$ cat src/rtl/csr_file_if.sv
// rtl/csr_file_if.sv - CSR access, commit, interrupt and front-end signals of csr_file
interface csr_file_if;
    logic [13:0] csr_num;
    logic [31:0] csr_rvalue;
    logic        csr_we;
    logic [31:0] csr_wmask;
    logic [31:0] csr_wvalue;
    logic        exception_submit;
    logic [5:0]  ecode_submit;
    logic [8:0]  esubcode_submit;
    logic [31:0] exception_pc_submit;
    logic [31:0] exception_maddr_submit;
    logic        ertn_submit;
    logic [7:0]  hw_int_in;
    logic        ipi_int_in;
    logic [31:0] ex_entry;
    logic [31:0] ertn_era;
    logic        has_int;

    modport master (
        output csr_num, csr_we, csr_wmask, csr_wvalue,
               exception_submit, ecode_submit, esubcode_submit,
               exception_pc_submit, exception_maddr_submit, ertn_submit,
               hw_int_in, ipi_int_in,
        input  csr_rvalue, ex_entry, ertn_era, has_int
    );

    modport slave (
        input  csr_num, csr_we, csr_wmask, csr_wvalue,
               exception_submit, ecode_submit, esubcode_submit,
               exception_pc_submit, exception_maddr_submit, ertn_submit,
               hw_int_in, ipi_int_in,
        output csr_rvalue, ex_entry, ertn_era, has_int
    );
endinterface

$ cat src/rtl/csr_file.sv
// rtl/csr_file.sv - LoongArch CSR file: masked CSR access, exception/ertn state, timer, interrupts
module csr_file #(
    parameter logic [31:0] TID_RESET = 32'h0
) (
    input  logic      clk,
    input  logic      rst,
    csr_file_if.slave bus
);
    localparam logic [13:0] CSR_CRMD   = 14'h00;
    localparam logic [13:0] CSR_PRMD   = 14'h01;
    localparam logic [13:0] CSR_ECFG   = 14'h04;
    localparam logic [13:0] CSR_ESTAT  = 14'h05;
    localparam logic [13:0] CSR_ERA    = 14'h06;
    localparam logic [13:0] CSR_BADV   = 14'h07;
    localparam logic [13:0] CSR_EENTRY = 14'h0C;
    localparam logic [13:0] CSR_SAVE0  = 14'h30;
    localparam logic [13:0] CSR_SAVE1  = 14'h31;
    localparam logic [13:0] CSR_SAVE2  = 14'h32;
    localparam logic [13:0] CSR_SAVE3  = 14'h33;
    localparam logic [13:0] CSR_TID    = 14'h40;
    localparam logic [13:0] CSR_TCFG   = 14'h41;
    localparam logic [13:0] CSR_TVAL   = 14'h42;
    localparam logic [13:0] CSR_TICLR  = 14'h44;
    localparam logic [5:0]  ECODE_ADEF = 6'h08;
    localparam logic [5:0]  ECODE_ALE  = 6'h09;

    logic [4:0]  crmd_q,   crmd_d;
    logic [2:0]  prmd_q,   prmd_d;
    logic [12:0] lie_q,    lie_d;
    logic [1:0]  is_sw_q,  is_sw_d;
    logic [7:0]  is_hw_q,  is_hw_d;
    logic        is_tmr_q, is_tmr_d;
    logic        is_ipi_q, is_ipi_d;
    logic [5:0]  ecode_q,  ecode_d;
    logic [8:0]  esub_q,   esub_d;
    logic [31:0] era_q,    era_d;
    logic [31:0] badv_q,   badv_d;
    logic [25:0] eentry_q, eentry_d;
    logic [31:0] save0_q,  save0_d;
    logic [31:0] save1_q,  save1_d;
    logic [31:0] save2_q,  save2_d;
    logic [31:0] save3_q,  save3_d;
    logic [31:0] tid_q,    tid_d;
    logic [31:0] tcfg_q,   tcfg_d;
    logic [31:0] tval_q,   tval_d;

    logic [31:0] estat_val;
    logic [12:0] is_all;
    logic [31:0] rvalue;
    logic [31:0] wnew;
    logic        wr_en;
    logic        timer_fire;

    assign is_all    = {is_ipi_q, is_tmr_q, 1'b0, is_hw_q, is_sw_q};
    assign estat_val = {1'b0, esub_q, ecode_q, 3'b000, is_all};

    always_comb begin
        rvalue = 32'h0;
        case (bus.csr_num)
            CSR_CRMD:   rvalue = {27'h0, crmd_q};
            CSR_PRMD:   rvalue = {29'h0, prmd_q};
            CSR_ECFG:   rvalue = {19'h0, lie_q};
            CSR_ESTAT:  rvalue = estat_val;
            CSR_ERA:    rvalue = era_q;
            CSR_BADV:   rvalue = badv_q;
            CSR_EENTRY: rvalue = {eentry_q, 6'h0};
            CSR_SAVE0:  rvalue = save0_q;
            CSR_SAVE1:  rvalue = save1_q;
            CSR_SAVE2:  rvalue = save2_q;
            CSR_SAVE3:  rvalue = save3_q;
            CSR_TID:    rvalue = tid_q;
            CSR_TCFG:   rvalue = tcfg_q;
            CSR_TVAL:   rvalue = tval_q;
            default:    rvalue = 32'h0;
        endcase
    end

    // The read value doubles as the "old" operand of the masked write.
    assign wnew  = (rvalue & ~bus.csr_wmask) | (bus.csr_wvalue & bus.csr_wmask);
    assign wr_en = bus.csr_we & ~bus.exception_submit & ~bus.ertn_submit;

    always_comb begin
        crmd_d     = crmd_q;
        prmd_d     = prmd_q;
        lie_d      = lie_q;
        is_sw_d    = is_sw_q;
        is_hw_d    = bus.hw_int_in;
        is_tmr_d   = is_tmr_q;
        is_ipi_d   = bus.ipi_int_in;
        ecode_d    = ecode_q;
        esub_d     = esub_q;
        era_d      = era_q;
        badv_d     = badv_q;
        eentry_d   = eentry_q;
        save0_d    = save0_q;
        save1_d    = save1_q;
        save2_d    = save2_q;
        save3_d    = save3_q;
        tid_d      = tid_q;
        tcfg_d     = tcfg_q;
        tval_d     = tval_q;
        timer_fire = 1'b0;

        if (wr_en) begin
            case (bus.csr_num)
                CSR_CRMD:   crmd_d   = wnew[4:0];
                CSR_PRMD:   prmd_d   = wnew[2:0];
                CSR_ECFG:   lie_d    = {wnew[12:11], 1'b0, wnew[9:0]};
                CSR_ESTAT:  is_sw_d  = wnew[1:0];
                CSR_ERA:    era_d    = wnew;
                CSR_BADV:   badv_d   = wnew;
                CSR_EENTRY: eentry_d = wnew[31:6];
                CSR_SAVE0:  save0_d  = wnew;
                CSR_SAVE1:  save1_d  = wnew;
                CSR_SAVE2:  save2_d  = wnew;
                CSR_SAVE3:  save3_d  = wnew;
                CSR_TID:    tid_d    = wnew;
                CSR_TCFG:   tcfg_d   = wnew;
                default:    ;
            endcase
        end

        if (bus.exception_submit) begin
            prmd_d       = crmd_q[2:0];
            crmd_d[2:0]  = 3'b000;
            ecode_d      = bus.ecode_submit;
            esub_d       = bus.esubcode_submit;
            era_d        = bus.exception_pc_submit;
            if (bus.ecode_submit == ECODE_ADEF)
                badv_d = bus.exception_pc_submit;
            else if (bus.ecode_submit == ECODE_ALE)
                badv_d = bus.exception_maddr_submit;
        end else if (bus.ertn_submit) begin
            crmd_d[2:0] = prmd_q;
        end

        // A TCFG write reloads the counter regardless of En and pre-empts the countdown.
        if (wr_en && bus.csr_num == CSR_TCFG) begin
            tval_d = {wnew[31:2], 2'b00};
        end else if (tcfg_q[0] && tval_q != 32'h0) begin
            if (tval_q == 32'h1) begin
                timer_fire = 1'b1;
                tval_d     = tcfg_q[1] ? {tcfg_q[31:2], 2'b00} : 32'h0;
            end else begin
                tval_d = tval_q - 32'h1;
            end
        end

        if (timer_fire)
            is_tmr_d = 1'b1;
        else if (wr_en && bus.csr_num == CSR_TICLR && wnew[0])
            is_tmr_d = 1'b0;
    end

    always_ff @(posedge clk) begin
        if (rst) begin
            crmd_q   <= 5'h08;
            prmd_q   <= 3'h0;
            lie_q    <= 13'h0;
            is_sw_q  <= 2'h0;
            is_hw_q  <= 8'h0;
            is_tmr_q <= 1'b0;
            is_ipi_q <= 1'b0;
            ecode_q  <= 6'h0;
            esub_q   <= 9'h0;
            era_q    <= 32'h0;
            badv_q   <= 32'h0;
            eentry_q <= 26'h0;
            save0_q  <= 32'h0;
            save1_q  <= 32'h0;
            save2_q  <= 32'h0;
            save3_q  <= 32'h0;
            tid_q    <= TID_RESET;
            tcfg_q   <= 32'h0;
            tval_q   <= 32'h0;
        end else begin
            crmd_q   <= crmd_d;
            prmd_q   <= prmd_d;
            lie_q    <= lie_d;
            is_sw_q  <= is_sw_d;
            is_hw_q  <= is_hw_d;
            is_tmr_q <= is_tmr_d;
            is_ipi_q <= is_ipi_d;
            ecode_q  <= ecode_d;
            esub_q   <= esub_d;
            era_q    <= era_d;
            badv_q   <= badv_d;
            eentry_q <= eentry_d;
            save0_q  <= save0_d;
            save1_q  <= save1_d;
            save2_q  <= save2_d;
            save3_q  <= save3_d;
            tid_q    <= tid_d;
            tcfg_q   <= tcfg_d;
            tval_q   <= tval_d;
        end
    end

    assign bus.csr_rvalue = rvalue;
    assign bus.ex_entry   = {eentry_q, 6'h0};
    assign bus.ertn_era   = era_q;
    assign bus.has_int    = crmd_q[2] & (|(is_all & lie_q));
endmodule
$ cat src/flat_wrapper.sv
// flat-port wrapper written by rule: the top's interface ports become plain ports
module csr_file_flat 
#(
    parameter logic [31:0] TID_RESET = 32'h0
)
  (clk, rst, bus_csr_num, bus_csr_we, bus_csr_wmask, bus_csr_wvalue, bus_exception_submit, bus_ecode_submit, bus_esubcode_submit, bus_exception_pc_submit, bus_exception_maddr_submit, bus_ertn_submit, bus_hw_int_in, bus_ipi_int_in, bus_csr_rvalue, bus_ex_entry, bus_ertn_era, bus_has_int);
  csr_file_if bus_i ();
  input  logic clk;
  input  logic rst;
  input wire logic [$bits(bus_i.csr_num)-1:0] bus_csr_num;
  input wire logic [$bits(bus_i.csr_we)-1:0] bus_csr_we;
  input wire logic [$bits(bus_i.csr_wmask)-1:0] bus_csr_wmask;
  input wire logic [$bits(bus_i.csr_wvalue)-1:0] bus_csr_wvalue;
  input wire logic [$bits(bus_i.exception_submit)-1:0] bus_exception_submit;
  input wire logic [$bits(bus_i.ecode_submit)-1:0] bus_ecode_submit;
  input wire logic [$bits(bus_i.esubcode_submit)-1:0] bus_esubcode_submit;
  input wire logic [$bits(bus_i.exception_pc_submit)-1:0] bus_exception_pc_submit;
  input wire logic [$bits(bus_i.exception_maddr_submit)-1:0] bus_exception_maddr_submit;
  input wire logic [$bits(bus_i.ertn_submit)-1:0] bus_ertn_submit;
  input wire logic [$bits(bus_i.hw_int_in)-1:0] bus_hw_int_in;
  input wire logic [$bits(bus_i.ipi_int_in)-1:0] bus_ipi_int_in;
  output wire logic [$bits(bus_i.csr_rvalue)-1:0] bus_csr_rvalue;
  output wire logic [$bits(bus_i.ex_entry)-1:0] bus_ex_entry;
  output wire logic [$bits(bus_i.ertn_era)-1:0] bus_ertn_era;
  output wire logic [$bits(bus_i.has_int)-1:0] bus_has_int;
  assign bus_i.csr_num = bus_csr_num;
  assign bus_i.csr_we = bus_csr_we;
  assign bus_i.csr_wmask = bus_csr_wmask;
  assign bus_i.csr_wvalue = bus_csr_wvalue;
  assign bus_i.exception_submit = bus_exception_submit;
  assign bus_i.ecode_submit = bus_ecode_submit;
  assign bus_i.esubcode_submit = bus_esubcode_submit;
  assign bus_i.exception_pc_submit = bus_exception_pc_submit;
  assign bus_i.exception_maddr_submit = bus_exception_maddr_submit;
  assign bus_i.ertn_submit = bus_ertn_submit;
  assign bus_i.hw_int_in = bus_hw_int_in;
  assign bus_i.ipi_int_in = bus_ipi_int_in;
  assign bus_csr_rvalue = bus_i.csr_rvalue;
  assign bus_ex_entry = bus_i.ex_entry;
  assign bus_ertn_era = bus_i.ertn_era;
  assign bus_has_int = bus_i.has_int;
  csr_file #(.TID_RESET(TID_RESET)) u_core (.clk(clk), .rst(rst), .bus(bus_i));
endmodule
$ cat config.mk
export PLATFORM = sky130hd
export DESIGN_NAME = csr_file_flat
export DESIGN_NICKNAME = d
export VERILOG_FILES = /design/src/rtl/csr_file_if.sv /design/src/rtl/csr_file.sv /design/src/flat_wrapper.sv
export SDC_FILE = /design/constraint.sdc
export NUM_CORES = 1
export LEC_CHECK = 0
export ABC_CLOCK_PERIOD_IN_PS = 2600
export BUFFER_PORTS_ARGS = -buffer_cell sky130_fd_sc_hd__buf_2
export CORE_MARGIN = 5
export CORE_UTILIZATION = 30
export CTS_BUF_LIST = sky130_fd_sc_hd__clkbuf_4 sky130_fd_sc_hd__clkbuf_8
export DETAILED_ROUTE_END_ITERATION = 8
export PLACE_DENSITY = 0.5
export SYNTH_ARGS = -nofsm -noshare
export SYNTH_HDL_FRONTEND = slang
export SYNTH_SLANG_ARGS = --single-unit
$ cat constraint.sdc
create_clock -name clk -period 2.6 [get_ports clk]
set_input_delay 0.26 -clock clk [delete_from_list [all_inputs] [get_ports clk]]
set_output_delay 0.26 -clock clk [all_outputs]
set_load 0.02 [all_outputs]
**After elaboration in Yosys (flattened, before gate mapping)**

Cells that the tools add are included.

- Logic and storage cells: 102
- Flip-flop bits (word level): 361
- Output and inout port bits: 97

- Bitwise gates (word level): 10
- $add $sub $neg: 1
- Equal/unequal tests: 17
- Reduce and logical (&&, ||, !) cells: 29
- Multiplexer cells: 24

Operators by type and width:

| cell | count |
|---|---|
| 32-bit one-hot mux with 14 select lines | 1 |
| 32-bit two-way mux | 12 |
| 32-bit bitwise AND | 2 |
| 14-bit by 3-bit equality test with 1-bit output, second input constant | 4 |
| 14-bit by 6-bit equality test with 1-bit output, second input constant | 4 |
| 14-bit by 7-bit equality test with 1-bit output, second input constant | 4 |
| 32-bit by 1-bit equality test with 1-bit output, second input constant | 1 |
| 32-bit inverter | 1 |
| 32-bit OR | 1 |
| 32-bit nonzero test | 1 |
| 32-bit by 1-bit subtractor with 32-bit output, second input constant | 1 |
| 2-bit AND reduction | 13 |
| 3-bit two-way mux | 6 |
| 14-bit by 1-bit equality test with 1-bit output, second input constant | 1 |
| 14-bit by 4-bit equality test with 1-bit output, second input constant | 1 |
| 14-bit zero test | 1 |
| 2-bit nonzero test | 7 |
| 13-bit bitwise AND | 1 |
| 13-bit OR reduction | 1 |
| 6-bit by 4-bit equality test with 1-bit output, second input constant | 2 |
| 1-bit two-way mux | 5 |
| 1-bit logical AND | 4 |
| 2-bit OR reduction | 2 |
| 1-bit bitwise AND | 3 |
| 1-bit inverter | 2 |

**Longest topological paths before layout**

- Word-level depth: 9
- Depth in mapped cells: 12
- Depth with buffers taken out: 9

**Worst setup path before layout**

Ideal clock, no wire load.

- Path kind: input to register
- Start point: input port bus_csr_num[5]
- End point: register u_core.lie_q[8]
- Setup slack: -0.200 ns
- Arrival time: 2.713 ns
- Library setup time: 0.087 ns
- Cell stages on the path: 10
- Path through: buf_2 -> or4b_1 -> buf_2 -> buf_2 -> o32ai_1 -> a21oi_1 -> o21ai_0 -> mux2i_1 -> clkbuf_1 -> o31ai_1

- Cells in the longest elaborated chain, start to end: 4
- Elaborated cells between the ends (all ways): 18
- Classes of those cells: eq/ne (13); mux (1); bitwise (2); reduce/logical (2)

RTL lines:

| what | line | text |
|---|---|---|
| from (decl) | flat_wrapper.sv:10 | `input wire logic [$bits(bus_i.csr_num)-1:0] bus_csr_num;` |
| 14-bit by 7-bit equality test with 1-bit output (tied with other cells) | csr_file.sv:59 | `case (bus.csr_num)` |
| 32-bit one-hot mux with 14 select lines * | csr_file.sv:59 |  |
| via bus_csr_rvalue[8] | flat_wrapper.sv:22 | `output wire logic [$bits(bus_i.csr_rvalue)-1:0] bus_csr_rvalue;` |
| 32-bit bitwise AND * | csr_file.sv:79 | `assign wnew = (rvalue & ~bus.csr_wmask) \| (bus.csr_wvalue & bus.csr_wmask);` |
| 32-bit OR * | csr_file.sv:79 |  |
| to (signal assigned) | csr_file.sv:179 | `lie_q <= lie_d;` |
| to (decl) | csr_file.sv:29 | `logic [12:0] lie_q, lie_d;` |

Mark *: on every way through the listed nets, which the timed path passes. The rest lies on a longest branch.
A chain may end at the register's enable or synchronous reset.

**Final worst setup path**

- Start point: register u_core.tcfg_q[22]
- End point: output port bus_csr_rvalue[22]

- Cells in the longest elaborated chain, start to end: 1

RTL lines:

| what | line | text |
|---|---|---|
| from (decl) | csr_file.sv:44 | `logic [31:0] tcfg_q, tcfg_d;` |
| from (signal assigned) | csr_file.sv:194 | `tcfg_q <= tcfg_d;` |
| 32-bit one-hot mux with 14 select lines | csr_file.sv:59 |  |
| to (decl) | flat_wrapper.sv:22 |  |

No other way between the ends.

==> metrics.md <==
| Metric | Value |
|---|---|
| Most frequent CP cell | buf_4 |
| Critical path arrival | 2.49 ns |
| Clock power share | about 47% |
| Total gr overflow | 0 |
| Min setup slack post-route | -0.151 ns |
| Die Area | 68200 um2 |
| DRT antenna net count | 0 |
| Maximum buffer depth of the clock tree | 3 |
| Critical path type | flip-flop to primary output |
| Final Skew | 0.0471 ns |
| Design area | between 20000 and 30000 um2 |
| Slew headroom | 45.3% |
| # IOs | 268 |
| PortBufs | 261 |
| Post-synthesis sequential area ratio | 38.2% |
| Final Power | 13.6 mW |
| Power per standard cell area | 479 nW/um2 |
| Final max-slew violation count | 0 |
| Dpl hpwl | 85.0 mm |
| Ratio of cells with drive above 1 in the final layout | 34.5% |
| Top delay family on crit path | compound AO/OA/AOI/OAI gates |
| CP Capture Type | primary output |
| Final hold vios | 0 |
| Synth Flop Type | dfxtp_1 |
| Status | finished, violations left |
| Synth Register Bits | 361 |
| Fmax | 0.364 GHz |
| DIE HEIGHT | 261 um |
| Root Buffer | clkbuf_8 |
| Layout Area Growth over Synthesis | 50.7% |
| Rows | 92 |
| Clock transition at path regs | 0.06 ns |
| Largest net degree at the start of global routing | 125 |
| Final Critical Period | 2.75 ns |
| CTS tree | built |
| Initial core utilization | 30.1% |
| Worst path buffer plus inverter count | 3 |
| Ys Warns | 0 |
| Chip Width | 261 um |
| Hold Path Stages | 5 |
| Crit share post-route | 106% |
| Least-Margin Pin Slew | about 0.81 ns |
| Distinct cells, synth | between 90 and 100 |
| Post-Synthesis Cells | 2394 |
| Startpoint types | flip-flop |
| Most frequent cells in the layout | nand2_1, buf_4, dfxtp_1, a21oi_1, buf_2 |
| Required @ worst endpoint | 2.34 ns |
| Initial antenna violation count | 3 |
| Wire length per cell | roughly 28 um |
| Seq pwr share | 41.6% |
| Vias/cell | 5.77 |
| Final wirelength | 113 mm |
| Vias in the first global route | 22195 |
| Core area | between 60000 and 70000 um2 |
| Clk Latency, worst-skew pair | roughly 0.7 ns |
| Syn avg cell area | 7.90 um2 |
| Maxcap violations | 0 |
| Net switching power | 3.74 mW |
| Peak supply drop | just under 400 uV |
| Synth Cell Area | 18900 um2 |
| Switching Fraction | 27.4% |
| Vias | approximately 23000 |
| Final setup fails | 3 |
| Final Net Count | ~3300 |
| Residual DRC count | 0 |
| H-tree Lvls | 3 |
| Pre-CTS WS | -0.629 ns |
| Inserted Clock Buffers | 70 |
| Slowest cell on crit path | or4bb_4 |
| Worst Hold Class | input port to flip-flop |
| WP depth | 7 |
| RSZ-0062 raised after global routing | yes |
| Total Neg Setup Slack | -0.238 ns |
| Failing checks | setup timing |
| Critical Path Max Stage Delay | 0.48 ns |
| Post-synth EDFFs | 0 |
| Drt pass-1 iters | 8 |
| CP Cell Sequence | or4bb_4 > a211oi_2 > buf_4 > a2111oi_2 > o211ai_1 > buf_4 > buf_6 |
| First-pass GRT wire length | 159 mm |
| Placed Area | roughly 25000 um2 |
| Gate power share | 11.4% |
| CTS Sinks | 361 |
| DRT iter0 DRCs | 3052 |
| Cell count of the worst reg-to-reg path | 10 |
| Total Routing Usage GR | 31.7% |
| Pleak | 11.4 nW |
| Int Pwr | 9.90 mW |
| Async set-or-reset flop fraction in the synthesized netlist | 0% |
| Global placement routability congestion | 0.995 |
| Most common cell after layout, fill and taps aside | nand2_1 |
| Crit-path max FO | 2 |
kinds of logic (layout without fill, tap and decap cells):
logic type | after synthesis | after routing | share of synthesized area [%]
simple gates | 1011 | 1011 | 26.6
compound gates | 693 | 693 | 24.3
flops | 361 | 361 | 38.2
buf+inv | 238 | 1013 | 5.66
mux | 84 | 84 | 4.85
fa+ha+maj | 3 | 3 | 0.199
xor+xnor | 3 | 3 | 0.139
other cells | 1 | 7 | 0.0198
cells in the mapped netlist, drive strengths merged, types with 11 or more instances:
library cell | number | area share [%]
nand3 | 83 | 2.2
nor2 | 121 | 2.4
a211oi | 26 | 1.1
buf | 71 | 2.3
inv | 25 | 0.50
nand2b | 20 | 0.66
mux2 | 26 | 1.6
o21ai | 101 | 2.7
mux2i | 56 | 3.0
a22o | 27 | 1.3
a22oi | 72 | 2.9
a221o | 13 | 0.69
nand3b | 40 | 1.6
nand2 | 492 | 9.8
a221oi | 25 | 1.2
or4 | 14 | 0.60
dfxtp | 361 | 38
nor2b | 24 | 0.79
a21oi | 251 | 6.7
nand4 | 11 | 0.36
a222oi | 13 | 0.69
o31ai | 16 | 0.64
o22ai | 20 | 0.66
and3 | 23 | 0.76
or3 | 20 | 0.66
a32oi | 12 | 0.56
clkbuf | 142 | 2.8
nor3 | 65 | 2.0
a31oi | 27 | 1.1
o221ai | 11 | 0.51
nor4 | 36 | 1.9
flip-flops by register name (all words and copies together) (netlist names), 8 cells and up:
name and cells:
u_core.tid_q 32, u_core.badv_q 32, u_core.tval_q 32, u_core.is_hw_q 8, u_core.save0_q 32, u_core.save3_q 32
u_core.save1_q 32, u_core.bus.ertn_era 32, u_core.lie_q 12, u_core.save2_q 32, u_core.esub_q 9, u_core.tcfg_q 32
u_core.eentry_q 26
power by group through the flow:
| stage | combinational (mW) | clock [mW] | sequential (mW) |
|---|---|---|---|
| 5_1_grt | 1.61 | 6.72 | 5.67 |
| 3_5_place_dp | 1.33 | 0 | 5.79 |
| 2_1_floorplan | 0.510 | 0 | 5.78 |
| 4_1_cts | 1.47 | 6.49 | 5.67 |
| 6_report | 1.56 | 6.41 | 5.67 |
| 3_3_place_gp | 1.32 | 0 | 5.79 |
worst paths after layout:
check / start / endpoint / slack (ns)
setup / recovery: u_core.tcfg_q[22] / bus_csr_rvalue[22] / -0.15
hold / removal: bus_csr_wmask[16] / u_core.bus.ertn_era[16] / 0.04
setup reg to reg: u_core.save1_q[22] / u_core.badv_q[22] / 0.04
hold reg to reg: u_core.tid_q[22] / u_core.tid_q[22] / 0.45
worst reg2reg max path, cell delays in order (launching register included):
cell and delay, ns:
dfxtp_1 0.37, nand4b_1 0.20, a211oi_2 0.11, buf_4 0.16
a2111oi_2 0.43, o211ai_1 0.18, buf_4 0.16, buf_4 0.12
mux2_4 0.36, a221oi_1 0.29, a211oi_1 0.07
metal layers:
layer | part of all wire (%) | track usage [%]
met5 | 0.022 | 0
met4 | 4.9 | 12.9
met3 | 9.4 | 5.73
met2 | 44 | 49.6
met1 | 41 | 43.3
final cells by class:
cell class,count,area [um2]
Clock buffer,107,1350
Multi-Input combinational cell,1800,11400
Timing Repair Buffer,863,7130
Clock inverter,18,190
Antenna cell,1,2.50
Sequential cell,361,7240
Fill cell,6235,34200
Inverter,25,93.8
Tap cell,846,1060
metrics by stage:
step,cells,util (%),hold WS [ns]
after floorplan,2399,-,0.387
after global placement,3746,39.2,0.436
after detailed placement,3746,39.2,0.443
after CTS,3988,44.2,0.000670
after global routing,4021,45.4,0.0291
final,4021,45.4,0.0379
timing repair:
item / in CTS / in global routing
setup buffers: 25 / 36
hold buffers: 98 / 0
endpoints found under the setup margin: 44 / 57
pin swaps: 25 / 49
gates cloned: 0 / 1
resized for setup: 113 / 123
endpoints found under the hold margin: 95 / 0
No activity file was read; power rests on OpenSTA's default activity.
